## config.mk

```make
export PLATFORM = sky130hd
export DESIGN_NAME = pci_arbiter
export DESIGN_NICKNAME = d
export VERILOG_FILES = /design/src/rtl/pci_arbiter.sv
export SDC_FILE = /design/constraint.sdc
export NUM_CORES = 1
export LEC_CHECK = 0
export BUFFER_PORTS_ARGS = -buffer_cell sky130_fd_sc_hd__buf_2
export CORE_MARGIN = 8
export CORE_UTILIZATION = 55
export DETAILED_ROUTE_END_ITERATION = 16
export PLACE_DENSITY_LB_ADDON = 0.25
export SLEW_MARGIN = 40
export SYNTH_ARGS = -nofsm -noshare
export SYNTH_HDL_FRONTEND = slang
export SYNTH_SLANG_ARGS = --single-unit
```

## constraint.sdc

```tcl
create_clock -name CLK -period 2.87 [get_ports CLK]
set_clock_uncertainty 0.1 [all_clocks]
set_input_delay 0.1435 -clock CLK [delete_from_list [all_inputs] [get_ports CLK]]
set_output_delay 0.1435 -clock CLK [all_outputs]
set_load 0.01 [all_outputs]
```

## src/rtl/pci_arbiter.sv

```systemverilog
// pci_arbiter: round-robin bus arbiter for four PCI-style devices.
//
// Ports:
//   CLK       bus clock, all state changes on the rising edge
//   RST       synchronous active-high reset
//   REQ[3:0]  per-device bus request, active low (bit i = device i)
//   FRAME     bus FRAME#, active low, sampled only
//   IRDY      bus IRDY#, active low, sampled only
//   GNT[3:0]  per-device grant, active low, registered, at most one low
//   OWNER     index of the granted device, valid while BUS_BUSY=1
//   BUS_BUSY  high while a device holds the grant (GRANT or BUSY)
//   TIMEOUT   one-cycle pulse when an unused grant is revoked
module pci_arbiter #(
    parameter int unsigned TIMEOUT_CYCLES = 16
) (
    input  logic       CLK,
    input  logic       RST,
    input  logic [3:0] REQ,
    input  logic       FRAME,
    input  logic       IRDY,
    output logic [3:0] GNT,
    output logic [1:0] OWNER,
    output logic       BUS_BUSY,
    output logic       TIMEOUT
);

    localparam int unsigned NDEV  = 4;
    localparam int unsigned IDX_W = 2;
    localparam int unsigned CNT_W = 8;

    typedef enum logic [1:0] {
        S_IDLE,
        S_GRANT,
        S_BUSY,
        S_TURN
    } state_t;

    state_t           state;
    state_t           state_n;
    logic [CNT_W-1:0] cnt;
    logic [CNT_W-1:0] cnt_n;
    logic [CNT_W-1:0] cnt_inc;
    logic [IDX_W-1:0] last;
    logic [IDX_W-1:0] last_n;
    logic [NDEV-1:0]  gnt_n;
    logic [IDX_W-1:0] owner_n;
    logic             busy_n;
    logic             timeout_n;
    logic [IDX_W-1:0] win;
    logic [IDX_W-1:0] cand;
    logic             found;

    assign cnt_inc = cnt + CNT_W'(1);

    // Round-robin search starting one past the last winner; k=4 wraps back to LAST itself.
    always_comb begin
        win   = last;
        cand  = last;
        found = 1'b0;
        for (int k = 1; k <= int'(NDEV); k++) begin
            cand = last + IDX_W'(k);
            if (!found && !REQ[cand]) begin
                found = 1'b1;
                win   = cand;
            end
        end
    end

    // Next-state and next-output logic.
    always_comb begin
        state_n   = state;
        cnt_n     = cnt;
        last_n    = last;
        gnt_n     = GNT;
        owner_n   = OWNER;
        timeout_n = 1'b0;

        case (state)
            S_IDLE: begin
                gnt_n = '1;
                if (found) begin
                    state_n = S_GRANT;
                    gnt_n   = ~(NDEV'(1) << win);
                    owner_n = win;
                    last_n  = win;
                    cnt_n   = '0;
                end
            end
            S_GRANT: begin
                // FRAME wins over withdrawal and timeout in the same cycle.
                if (!FRAME) begin
                    state_n = S_BUSY;
                end else if (REQ[OWNER]) begin
                    state_n = S_IDLE;
                    gnt_n   = '1;
                end else if (cnt_inc == CNT_W'(TIMEOUT_CYCLES)) begin
                    state_n   = S_IDLE;
                    gnt_n     = '1;
                    timeout_n = 1'b1;
                end else begin
                    cnt_n = cnt_inc;
                end
            end
            S_BUSY: begin
                // Transfer ends only when both FRAME# and IRDY# are deasserted.
                if (FRAME && IRDY) begin
                    state_n = S_TURN;
                    gnt_n   = '1;
                end
            end
            S_TURN: begin
                state_n = S_IDLE;
                gnt_n   = '1;
            end
            default: begin
                state_n = S_IDLE;
                gnt_n   = '1;
            end
        endcase

        busy_n = (state_n == S_GRANT) || (state_n == S_BUSY);
    end

    // State and registered outputs.
    always_ff @(posedge CLK) begin
        if (RST) begin
            state    <= S_IDLE;
            cnt      <= '0;
            last     <= IDX_W'(NDEV - 1);
            GNT      <= '1;
            OWNER    <= '0;
            BUS_BUSY <= 1'b0;
            TIMEOUT  <= 1'b0;
        end else begin
            state    <= state_n;
            cnt      <= cnt_n;
            last     <= last_n;
            GNT      <= gnt_n;
            OWNER    <= owner_n;
            BUS_BUSY <= busy_n;
            TIMEOUT  <= timeout_n;
        end
    end

endmodule

```

Yosys cells after proc, flatten, opt, wreduce, memory -nomap -nowiden
Index checks and enable logic that the tools add are counted.

Bits of input ports: 8. Register bits: 20. Output and inout port bits: 8. Logic and storage cells: 84.

Reductions and logical operators: 16. Shifts and indexed selects: 1. $add $sub $neg: 4. Equality and inequality tests: 12. Bitwise logic cells: 3. $lt $le $gt $ge: 5. Muxes and demuxes: 36.

Operator list (count): $mux 8 (4); $mux 4 (5); $mux 2 (9); $pmux 4 s4 (1); $pmux 8 s2 (1); $lt 2x3->1 const B (5); $bmux 1 s2 (5); $mux 1 (10); $ne 2x2->1 const B (5); $add 8x1->8 const B (1); $eq 8x5->1 const B (1); $pmux 2 s4 (1); $eq 2x2->1 const B (3); $logic_not 1->1 (5); $reduce_and 5->1 (1); $add 2x2->2 const B (2); $eq 2x1->1 const B (2); $logic_and 1x1->1 (4); $not 4->4 (1); $reduce_or 4->1 (1); $shl 1x2->4 const A (1); $ne 3x3->1 const B (1); $reduce_and 3->1 (1); $add 2x1->2 const B (1); 5 further kinds (6).

Depth between registers and ports, before layout
Gate-level depths: netlist (run 1).

Depth after elaboration: 16. Depth in mapped cells: 7. Depth with buffers taken out: 5.

Worst setup path before layout (run 1)
OpenSTA, ideal clock, no wires.

Kind: register -> register. Start: register OWNER[0]. End: register cnt[6]. Stages on the path, launching flop included: 6. Path slack: 0.532 ns. Clock period less this slack: 2.338 ns. Arrival: 2.150 ns. Data required time: 2.682 ns. Setup time: 0.088 ns. Cell sequence: dfxtp_1 mux4_2 or4b_1 buf_2 or3_1 a311oi_2.

Longest elaborated chain between the ends: 4.

RTL lines: start: declaration (RTL line 22) `output logic [1:0] OWNER,`; start signal: assignment (RTL line 139) `OWNER <= owner_n;`; $bmux 1 s2 (RTL line 93) `end else if (REQ[OWNER]) begin`; $mux 1 (not written as such) (RTL line 93); $ne 2x2->1 (no source line); $reduce_and 5->1 (no source line); end signal: assignment (RTL line 136) `cnt <= cnt_n;`; end: declaration (RTL line 40) `logic [CNT_W-1:0] cnt;`.

Every way passes these cells. The select of a mux whose other input is x is not followed. A chain may end at the register's enable or synchronous reset.

Final worst setup path (run 1)
Start: register OWNER[0]. End: register cnt[7].

Same word-level chain as after synthesis.

==> metrics.md, run 1 <==
| Metric | Value |
|---|---|
| CP Buf/Inv Count | 0 |
| Fillers | roughly 170 |
| Post-synthesis cell area | ~1100 um2 |
| CP max FO | 9 |
| Max-slew violation count | 0 |
| Finished Layout Cells | 170 |
| Fin. Hold Viols | 0 |
| Crit-path cells | mux4_2 -> or4b_1 -> o21ai_1 -> a311oi_1 |
| Starting Density | 0.564 |
| CP endpoint kind | flip-flop |
| Storage cell area | between 400 and 500 um2 |
| RSZ-0062 raised after global routing | false |
| Clock Power Share | 0.222 |
| Drt total wl | 2450 um |
| Hold Crit Class | input pin to flip-flop |
| Avg Vias per Cell | slightly above 6 |
| CP Data Arrival Time | between 2 and 3 ns |
| Area of the multi-input gates | 634 um2 |
| Status | finished, final reports clean |
| Period utilization | 0.848 |
| Share of power burned in registers | 0.548 |
| Fin crit period | roughly 2.4 ns |
| Post-synth EDFFs | 0 |
| CTS max path bufs | 2 |
| CTS resizes | 0 |
| Core box area | about 1900 um2 |
| Fin area | approximately 1200 um2 |
| H-tree Lvls | 1 |
| Mapped Nets | approximately 140 |
| Reg2reg end | cnt[7]$_SDFFE_PP0P_ |
| Max VDD drop | roughly 0.00041 V |
| P_int | between 0.4 and 0.5 mW |
| Switching part of the total | 0.310 |
| Clk Tree Root Cell | clkbuf_4 |
| Yosys Warn Count | 0 |
| Row cnt | 16 |
| Combinational share of power | 0.230 |
| Area growth syn-to-layout | 10.7% |
| Die X | around 60 um |
| # clock sinks | 20 |
| Vias in the first global route | roughly 930 |
| Antenna diodes | 0 |
| Pwr Density | 489 nW/um2 |
| Iter 0 DRT Violations | 34 |
| Final Power | between 0.5 and 0.6 mW |
| Sw Pwr | 0.180 mW |
| Layout cells sized above 1 | 0.161 |
| Die H | between 60 and 70 um |
| CP max stage delay | around 0.64 ns |
| Pleak | roughly 0.4 nW |
| Crit path to | cnt[7]$_SDFFE_PP0P_ |
| GPL Wtd Cong | 0.834 |
| Total gr overflow | 0 |
| Die ar. | roughly 3600 um2 |
| Via count | around 1000 |
| Post-CTS setup buffer count | 0 |
| Slew margin rel. | 0.585 |
| Pin count of the biggest net entering global routing | 24 |
| Seq/Total Area, Yosys | 0.373 |
| Area share of the largest cell type after synthesis | 0.373 |
| Clk_lat worst skew | 0.30 ns |
| Reg-to-Reg Start | OWNER[0]$_SDFFE_PP0P_ |
| I/O pins | 16 |
| FF+latch count, synth | 20 |
| Mean Syn Cell Area | just over 8 um2 |
| Initial DRT Pass Iterations | 4 |
| Gr usage total | 0.145 |
| CP top delay family | simple AND/OR/NAND/NOR gates |
| Post-synth cell types | 42 |
| Crit start category | flip-flop |
| Drt wl/cell | roughly 14 um |
| Syn Inst Count | between 100 and 150 |
| Crit path from | OWNER[0]$_SDFFE_PP0P_ |
| First-pass GRT wire length | roughly 4100 um |
| Worst Hold Depth | 2 |
| Layout Nets | roughly 150 |
| # hold bufs at CTS | 0 |
| Endpoints failing setup | 0 |
| Drt drc | 0 |
| CTS clock-pin slew for the worst setup and hold paths | approximately 0.1 ns |
| Post-DP HPWL | around 1800 um |
| Clock buffer count from CTS | 3 |
| DRT antenna net count | 0 |
| # port buffers | 15 |
| Fmax | slightly above 0.4 GHz |
| Levels on crit path | 4 |
| Worst-Margin Slew | about 0.62 ns |
| Largest cells by area after synthesis | dfxtp_1 37%, a21oi_1 8.4%, nor3_1 5.1% |
| Post-synth top area cell | dfxtp_1 |
| Maxcap violations | 0 |
| Dpl cells | 167 |
| Flop-to-flop setup slack | approximately 0.44 ns |
| Cell Area, Placed | approximately 1200 um2 |
| Async SR Flop Fraction | 0 |
| TritonCTS clock tree | yes |
| Hold Path Origin | RST |
| Sum of negative setup slack | 0 ns |
| Synth Flop Type | dfxtp_1 |
| Register-to-Register Path Depth | 4 |
| Initial antenna violation count | 0 |
| WP data required | 2.93 ns |
| Setup Crit Path Kind | flip-flop to flip-flop |
| CP max-delay cell | or4b_1 |
## layout make-up
| cell class | count | share of cell area |
|---|---|---|
| multi-input cells | 100 | 0.534 |
| flip-flops and latches | 20 | 0.337 |
| repair buffers | 16 | 0.0695 |
| well taps | 27 | 0.0284 |
| clock buffers | 3 | 0.0189 |
| inverters | 4 | 0.0126 |
## synth_stat cells, types with 2 or more instances
cell type	n
nand3_1	5
nand2_1	6
o31a_1	2
o21ai_1	2
nor2b_1	3
clkbuf_1	5
a22oi_1	2
o211ai_1	6
a21oi_1	18
nor2_1	10
a311oi_1	2
o21ai_0	4
or3_1	2
nand2b_1	2
nand4_1	2
dfxtp_1	20
inv_1	4
nor3_1	11
## metrics by stage
step | setup WS, ns | hold slack (ns) | utilization
after CTS | 0.427 | 0.142 | 0.625
after global routing | 0.305 | 0.155 | 0.625
after detailed placement | 0.458 | 0.412 | 0.613
after global placement | 0.535 | 0.398 | 0.613
after floorplan | 0.532 | 0.250 | -
final | 0.437 | 0.138 | 0.625
## cells in the final DEF (no fill, tap or decap), types with 2 or more instances in the layout
master	n
o21ai_1	2
nand2b_1	2
o211ai_1	6
clkbuf_4	3
or3_1	2
nor2b_1	3
a22oi_1	2
dfxtp_1	20
o21ai_0	4
nand4_1	2
a21oi_1	18
nand2_1	6
inv_1	4
nand3_1	5
nor3_1	11
o31a_1	2
buf_2	15
nor2_1	10
a311oi_1	2
## state kept, by name (all words and copies together), names as in the netlist
signal    count
cnt           8
GNT           4
OWNER         2
last          2
state         2
BUS_BUSY      1
TIMEOUT       1
## power by group through the flow
stage               Clock [mW]  Sequential (mW)  Combinational (mW)
global placement             0            0.324               0.129
floorplan                    0            0.326              0.0879
detailed placement           0            0.324               0.133
global route             0.143            0.321               0.149
CTS                      0.131            0.318               0.134
finish                   0.129            0.319               0.134
## how the worst min path moves through the flow
stage,slack [ns],end
after global routing,0.16,OWNER[1]$_SDFFE_PP0P_
after floorplan,0.25,cnt[3]$_SDFFE_PP0P_
final,0.14,OWNER[1]$_SDFFE_PP0P_
after detailed placement,0.41,cnt[7]$_SDFFE_PP0P_
after global placement,0.40,cnt[7]$_SDFFE_PP0P_
after CTS,0.14,OWNER[1]$_SDFFE_PP0P_
## cell families (layout without fill, tap and decap cells)
logic type,count (synthesis),count (layout),share of synthesized area
AOI/OAI and AO/OA,49,49,0.308
adders and majority gates,1,1,0.0117
buffers and inverters,10,23,0.0361
DFF,20,20,0.373
muxes,2,2,0.0303
and+or+nand+nor,48,48,0.241
## per-layer routing
layer	share of wire	track usage
met3	0.060	0.0409
met4	0.0061	0.0374
met1	0.46	0.182
met2	0.47	0.233
met5	0	0
No activity file was read; power rests on OpenSTA's default activity.
==> run 2: changes to the inputs <==
Clock period 2.87 ns to 2.5 ns, I/O delays scaled along.
==> metrics.md, run 2 (synthesized netlist as in run 1, its figures left out) <==
| Metric | Value |
|---|---|
| Status | finished, final reports clean |
| DRT antenna net count | 0 (unchanged) |
| Die H | 60.2 um (unchanged) |
| H-tree Lvls | 1 (unchanged) |
| CP top delay family | simple AND/OR/NAND/NOR gates |
| Crit-path cells | mux4_2 -> or4b_1 -> or3_1 -> a311oi_2 |
| Clock Power Share | 0.216 (-0.006) |
| Levels on crit path | 4 (unchanged) |
| Antenna diodes | 0 (unchanged) |
| Fin crit period | 2.32 ns (-0.114 ns) |
| Drt wl/cell | 14.8 um (+2.8%) |
| First-pass GRT wire length | 4340 um (+6.5%) |
| Area of the multi-input gates | 634 um2 (unchanged) |
| Reg-to-Reg Start | OWNER[0]$_SDFFE_PP0P_ |
| CP max-delay cell | or4b_1 |
| Commonest cells after routing, fill and taps aside | 20 x dfxtp_1, 18 x a21oi_1, 15 x buf_2 |
| Slew margin rel. | 0.646 (+0.0605) |
| Clk Tree Root Cell | clkbuf_4 |
| CP max stage delay | 0.57 ns (-0.07 ns) |
| CTS clock-pin slew for the worst setup and hold paths | 0.10 ns (about the same) |
| Largest regs | cnt x8, GNT x4 |
| Pleak | 0.418 nW (+4.8%) |
| Pin count of the biggest net entering global routing | 24 (unchanged) |
| # port buffers | 15 (unchanged) |
| WHS | 0.125 ns (-0.0128 ns) |
| Initial antenna violation count | 0 (unchanged) |
| Vias in the first global route | 1031 (+11%) |
| Final Power | 0.666 mW (+15%) |
| Number of flip-flops in the largest register | 8 (unchanged) |
| Drt drc | 0 (unchanged) |
| Met2 global-route usage | 0.262 (+0.0290) |
| Switching part of the total | 0.307 (-0.00329) |
| Drt total wl | 2580 um (+5.2%) |
| CP endpoint kind | flip-flop |
| Core box area | 1900 um2 (unchanged) |
| Storage cell area | 400 um2 (unchanged) |
| Starting Density | 0.564 (unchanged) |
| Setup Crit Path Kind | flip-flop to flip-flop |
| Die ar. | 3620 um2 (unchanged) |
| CP max FO | 5 (-4) |
| CTS resizes | 0 (unchanged) |
| Clock buffer count from CTS | 3 (unchanged) |
| CP Buf/Inv Count | 0 (unchanged) |
| Combinational share of power | 0.233 (+0.003) |
| Maxcap violations | 0 (unchanged) |
| Endpoints failing setup | 0 (unchanged) |
| Row cnt | 16 (unchanged) |
| Worst-Margin Slew | 0.518 ns (-0.103 ns) |
| Layout cells sized above 1 | 0.184 (+0.0228) |
| Fillers | 170 (-0.58%) |
| Met3 usage | 0.0473 (+0.00645) |
| Fmax | 0.431 GHz (+4.9%) |
| Die X | 60.2 um (unchanged) |
| Hold Crit Class | input pin to flip-flop |
| Period utilization | 0.928 (+0.0800) |
| Sum of negative setup slack | 0 ns (unchanged) |
| # hold bufs at CTS | 0 (unchanged) |
| Layout Nets | 158 (+2.6%) |
| I/O pins | 16 (unchanged) |
| Via count | 1076 (+3.6%) |
| P_int | 0.462 mW (+15%) |
| Clk_lat worst skew | 0.29 ns (about the same) |
| CTS max path bufs | 2 (unchanged) |
| Initial DRT Pass Iterations | 4 (unchanged) |
| Crit start category | flip-flop |
| Pwr Density | 546 nW/um2 (+12%) |
| Iter 0 DRT Violations | 33 (-2.9%) |
| Hold Path Origin | IRDY |
| # clock sinks | 20 (unchanged) |
| Worst Hold Depth | 4 (+2) |
| RSZ-0062 raised after global routing | false |
| GPL Wtd Cong | 0.908 (+8.8%) |
| Area growth syn-to-layout | 13.5% |
| Avg Vias per Cell | 6.18 (+1.2%) |
| Gr usage total | 0.154 (+0.00943) |
| TritonCTS clock tree | yes |
| CP Data Arrival Time | 2.43 ns (-0.07 ns) |
| Post-DP HPWL | 1930 um (+6.9%) |
| Max VDD drop | 0.000341 V (-17%) |
| Max-slew violation count | 0 (unchanged) |
| Register-to-Register Path Depth | 4 (unchanged) |
| Most Crowded Layer GR | met2 |
| Sw Pwr | 0.204 mW (+13%) |
| Top reg by flops | cnt |
| Crit path from | OWNER[0]$_SDFFE_PP0P_ |
| Fin. Hold Viols | 0 (unchanged) |
| Total gr overflow | 0 (unchanged) |
| Commonest non-fill, non-tap cell in the layout | dfxtp_1 |
| Post-CTS setup buffer count | 0 (unchanged) |
| Met1 Usage GRT | 0.183 (+0.000556) |
| WP data required | 2.61 ns (-0.32 ns) |
| Share of power burned in registers | 0.551 (+0.003) |
-- run 2: power by group through the flow --
stage | sequential, mW | combinational, mW | clock (mW)
after global routing | 0.370 | 0.173 | 0.163
after global placement | 0.372 | 0.149 | 0
final | 0.367 | 0.155 | 0.144
after detailed placement | 0.374 | 0.154 | 0
after floorplan | 0.375 | 0.101 | 0
after CTS | 0.367 | 0.155 | 0.151
-- run 2: routing by layer --
layer	vias up	wire, um
li1	535	-
met1	498	1150
met2	41	1250
met3	2	155
met4	0	19
met5	-	0
-- run 2: worst paths after layout --
path                          to  slack [ns]
min reg2reg  cnt[7]$_SDFFE_PP0P_        0.42
min          state[0]$_SDFF_PP0_        0.13
max          cnt[6]$_SDFFE_PP0P_        0.18
max reg2reg  cnt[6]$_SDFFE_PP0P_        0.18
-- run 2: tightest hold or removal path, delay by kind of cell --
family | cells | cell delay (ns)
AO/OA/AOI/OAI | 1 | 0.07
buffers and inverters | 1 | 0.11
AND/OR/NAND/NOR | 2 | 0.16
-- run 2: final cells by class --
| cell class | instances | area share |
|---|---|---|
| repair buffers | 20 | 0.0924 |
| inverters | 4 | 0.0123 |
| multi-input cells | 100 | 0.521 |
| flip-flops and latches | 20 | 0.329 |
| well taps | 27 | 0.0277 |
| clock buffers | 3 | 0.0185 |
-- run 2: stage by stage --
stage	utilization	area [um2]	cells	setup slack (ns)
CTS	0.641	1220	174	0.175
global route	0.641	1220	174	0.118
floorplan	-	1070	130	0.162
finish	0.641	1220	174	0.180
global placement	0.629	1200	171	0.250
detailed placement	0.629	1200	171	0.208
==> run 3: changes to the inputs <==
Settings changed: BUFFER_PORTS_ARGS -buffer_cell sky130_fd_sc_hd__buf_2 to -buffer_cell sky130_fd_sc_hd__clkbuf_2.
==> metrics.md, run 3 (synthesized netlist as in run 1, its figures left out) <==
| Metric | Value |
|---|---|
| Status | finished, final reports clean |
| Die X | 60.2 um (unchanged) |
| Starting Density | 0.564 (unchanged) |
| Sum of negative setup slack | 0 ns (unchanged) |
| Commonest cells after routing, fill and taps aside | 20 x dfxtp_1, 18 x a21oi_1, 15 x clkbuf_2 |
| Via count | 1121 (+4.2%) |
| Die ar. | 3620 um2 (unchanged) |
| DRT antenna net count | 0 (unchanged) |
| Avg Vias per Cell | 6.37 (+3.0%) |
| Post-CTS setup buffer count | 0 (unchanged) |
| CP max FO | 5 (unchanged) |
| Antenna diodes | 0 (unchanged) |
| # clock sinks | 20 (unchanged) |
| Setup Crit Path Kind | flip-flop to flip-flop |
| Area growth syn-to-layout | 17.0% |
| Slew margin rel. | 0.603 (-0.0425) |
| Max VDD drop | 0.000460 V (+35%) |
| Number of flip-flops in the largest register | 8 (unchanged) |
| Drt drc | 0 (unchanged) |
| Core box area | 1900 um2 (unchanged) |
| Die H | 60.2 um (unchanged) |
| Row cnt | 16 (unchanged) |
| Max-slew violation count | 0 (unchanged) |
| Fmax | 0.418 GHz (-3.0%) |
| Pwr Density | 634 nW/um2 (+16%) |
| Maxcap violations | 0 (unchanged) |
| CTS resizes | 0 (unchanged) |
| RSZ-0062 raised after global routing | false |
| CP endpoint kind | flip-flop |
| Gr usage total | 0.163 (+0.00846) |
| GPL Wtd Cong | 0.916 (+0.95%) |
| CTS clock-pin slew for the worst setup and hold paths | 0.13 ns (+0.03 ns) |
| Drt wl/cell | 15.1 um (+2.2%) |
| Worst-Margin Slew | 0.580 ns (+0.0621 ns) |
| TritonCTS clock tree | yes |
| Top reg by flops | cnt |
| Vias in the first global route | 1085 (+5.2%) |
| WP data required | 2.63 ns (+0.02 ns) |
| I/O pins | 16 (unchanged) |
| Clk_lat worst skew | 0.31 ns (+0.02 ns) |
| Pleak | 0.440 nW (+5.5%) |
| Initial DRT Pass Iterations | 4 (unchanged) |
| Largest regs | cnt x8, GNT x4 |
| Layout Nets | 159 (+0.63%) |
| Clock buffer count from CTS | 3 (unchanged) |
| Endpoints failing setup | 0 (unchanged) |
| Total gr overflow | 0 (unchanged) |
| Commonest non-fill, non-tap cell in the layout | dfxtp_1 |
| Fillers | 155 (-8.8%) |
| Clk Tree Root Cell | clkbuf_4 |
| CP Data Arrival Time | 2.52 ns (+0.09 ns) |
| Post-DP HPWL | 1950 um (+0.99%) |
| Iter 0 DRT Violations | 72 (+120%) |
| CTS max path bufs | 2 (unchanged) |
| Finished Layout Cells | 176 (+1.1%) |
| First-pass GRT wire length | 4670 um (+7.6%) |
| # hold bufs at CTS | 0 (unchanged) |
| Layout cells sized above 1 | 0.195 (+0.0110) |
| H-tree Lvls | 1 (unchanged) |
| Storage cell area | 400 um2 (unchanged) |
| # port buffers | 15 (unchanged) |
| Period utilization | 0.956 (+0.0285) |
| Area of the multi-input gates | 634 um2 (unchanged) |
| Final core occ | 0.661 (+0.0197) |
| Pin count of the biggest net entering global routing | 24 (unchanged) |
| Drt total wl | 2670 um (+3.4%) |
| Fin crit period | 2.39 ns (+0.0711 ns) |
| Dpl cells | 172 (+0.58%) |
| Crit start category | flip-flop |
| Initial antenna violation count | 0 (unchanged) |
| Flop-to-flop setup slack | 0.11 ns (-0.07 ns) |
| Fin. Hold Viols | 0 (unchanged) |
| Hold Crit Class | input pin to flip-flop |
-- run 3: routing by layer --
layer / up-vias / track usage / wire, um
li1: 545 / - / -
met1: 527 / 0.198 / 1180
met2: 42 / 0.282 / 1300
met3: 7 / 0.0258 / 140
met4: 0 / 0.0476 / 42
met5: - / 0 / 0
-- run 3: worst paths after layout --
kind,start,endpoint,cells after the start
worst max register to register,OWNER[0]$_SDFFE_PP0P_,cnt[6]$_SDFFE_PP0P_,4
worst min-delay path,IRDY,state[0]$_SDFF_PP0_,4
worst max-delay path,OWNER[0]$_SDFFE_PP0P_,cnt[6]$_SDFFE_PP0P_,4
worst min register to register,cnt[7]$_SDFFE_PP0P_,cnt[7]$_SDFFE_PP0P_,1
-- run 3: where the power goes --
group	leakage (nW)	internal, mW	total, mW	switching [mW]
clock network	0.0279	0.162	0.270	0.108
registers	0.163	0.344	0.366	0.0227
logic	0.249	0.0655	0.160	0.0950
total	0.440	0.571	0.797	0.226
-- run 3: worst max-delay path, stage by stage (launching register included) --
cell	delay [ns]
dfxtp_1	0.40
mux4_2	0.56
or4b_1	0.60
or3_1	0.40
a311oi_2	0.26
-- run 3: cell type report --
| type | instances | area share |
|---|---|---|
| multi-input cells | 100 | 0.505 |
| inverters | 4 | 0.0120 |
| clock inverters | 1 | 0.0239 |
| well taps | 27 | 0.0269 |
| flip-flops and latches | 20 | 0.319 |
| repair buffers | 21 | 0.0956 |
| clock buffers | 3 | 0.0179 |
-- run 3: per-stage QoR --
stage	instance area (um2)	worst slack [ns]	power, mW	hold WS (ns)
global route	1260	0.0427	0.838	0.115
floorplan	1070	0.162	0.476	0.231
detailed placement	1200	0.146	0.533	0.410
CTS	1260	0.104	0.797	0.0899
global placement	1200	0.242	0.527	0.389
finish	1260	0.109	0.797	0.0914
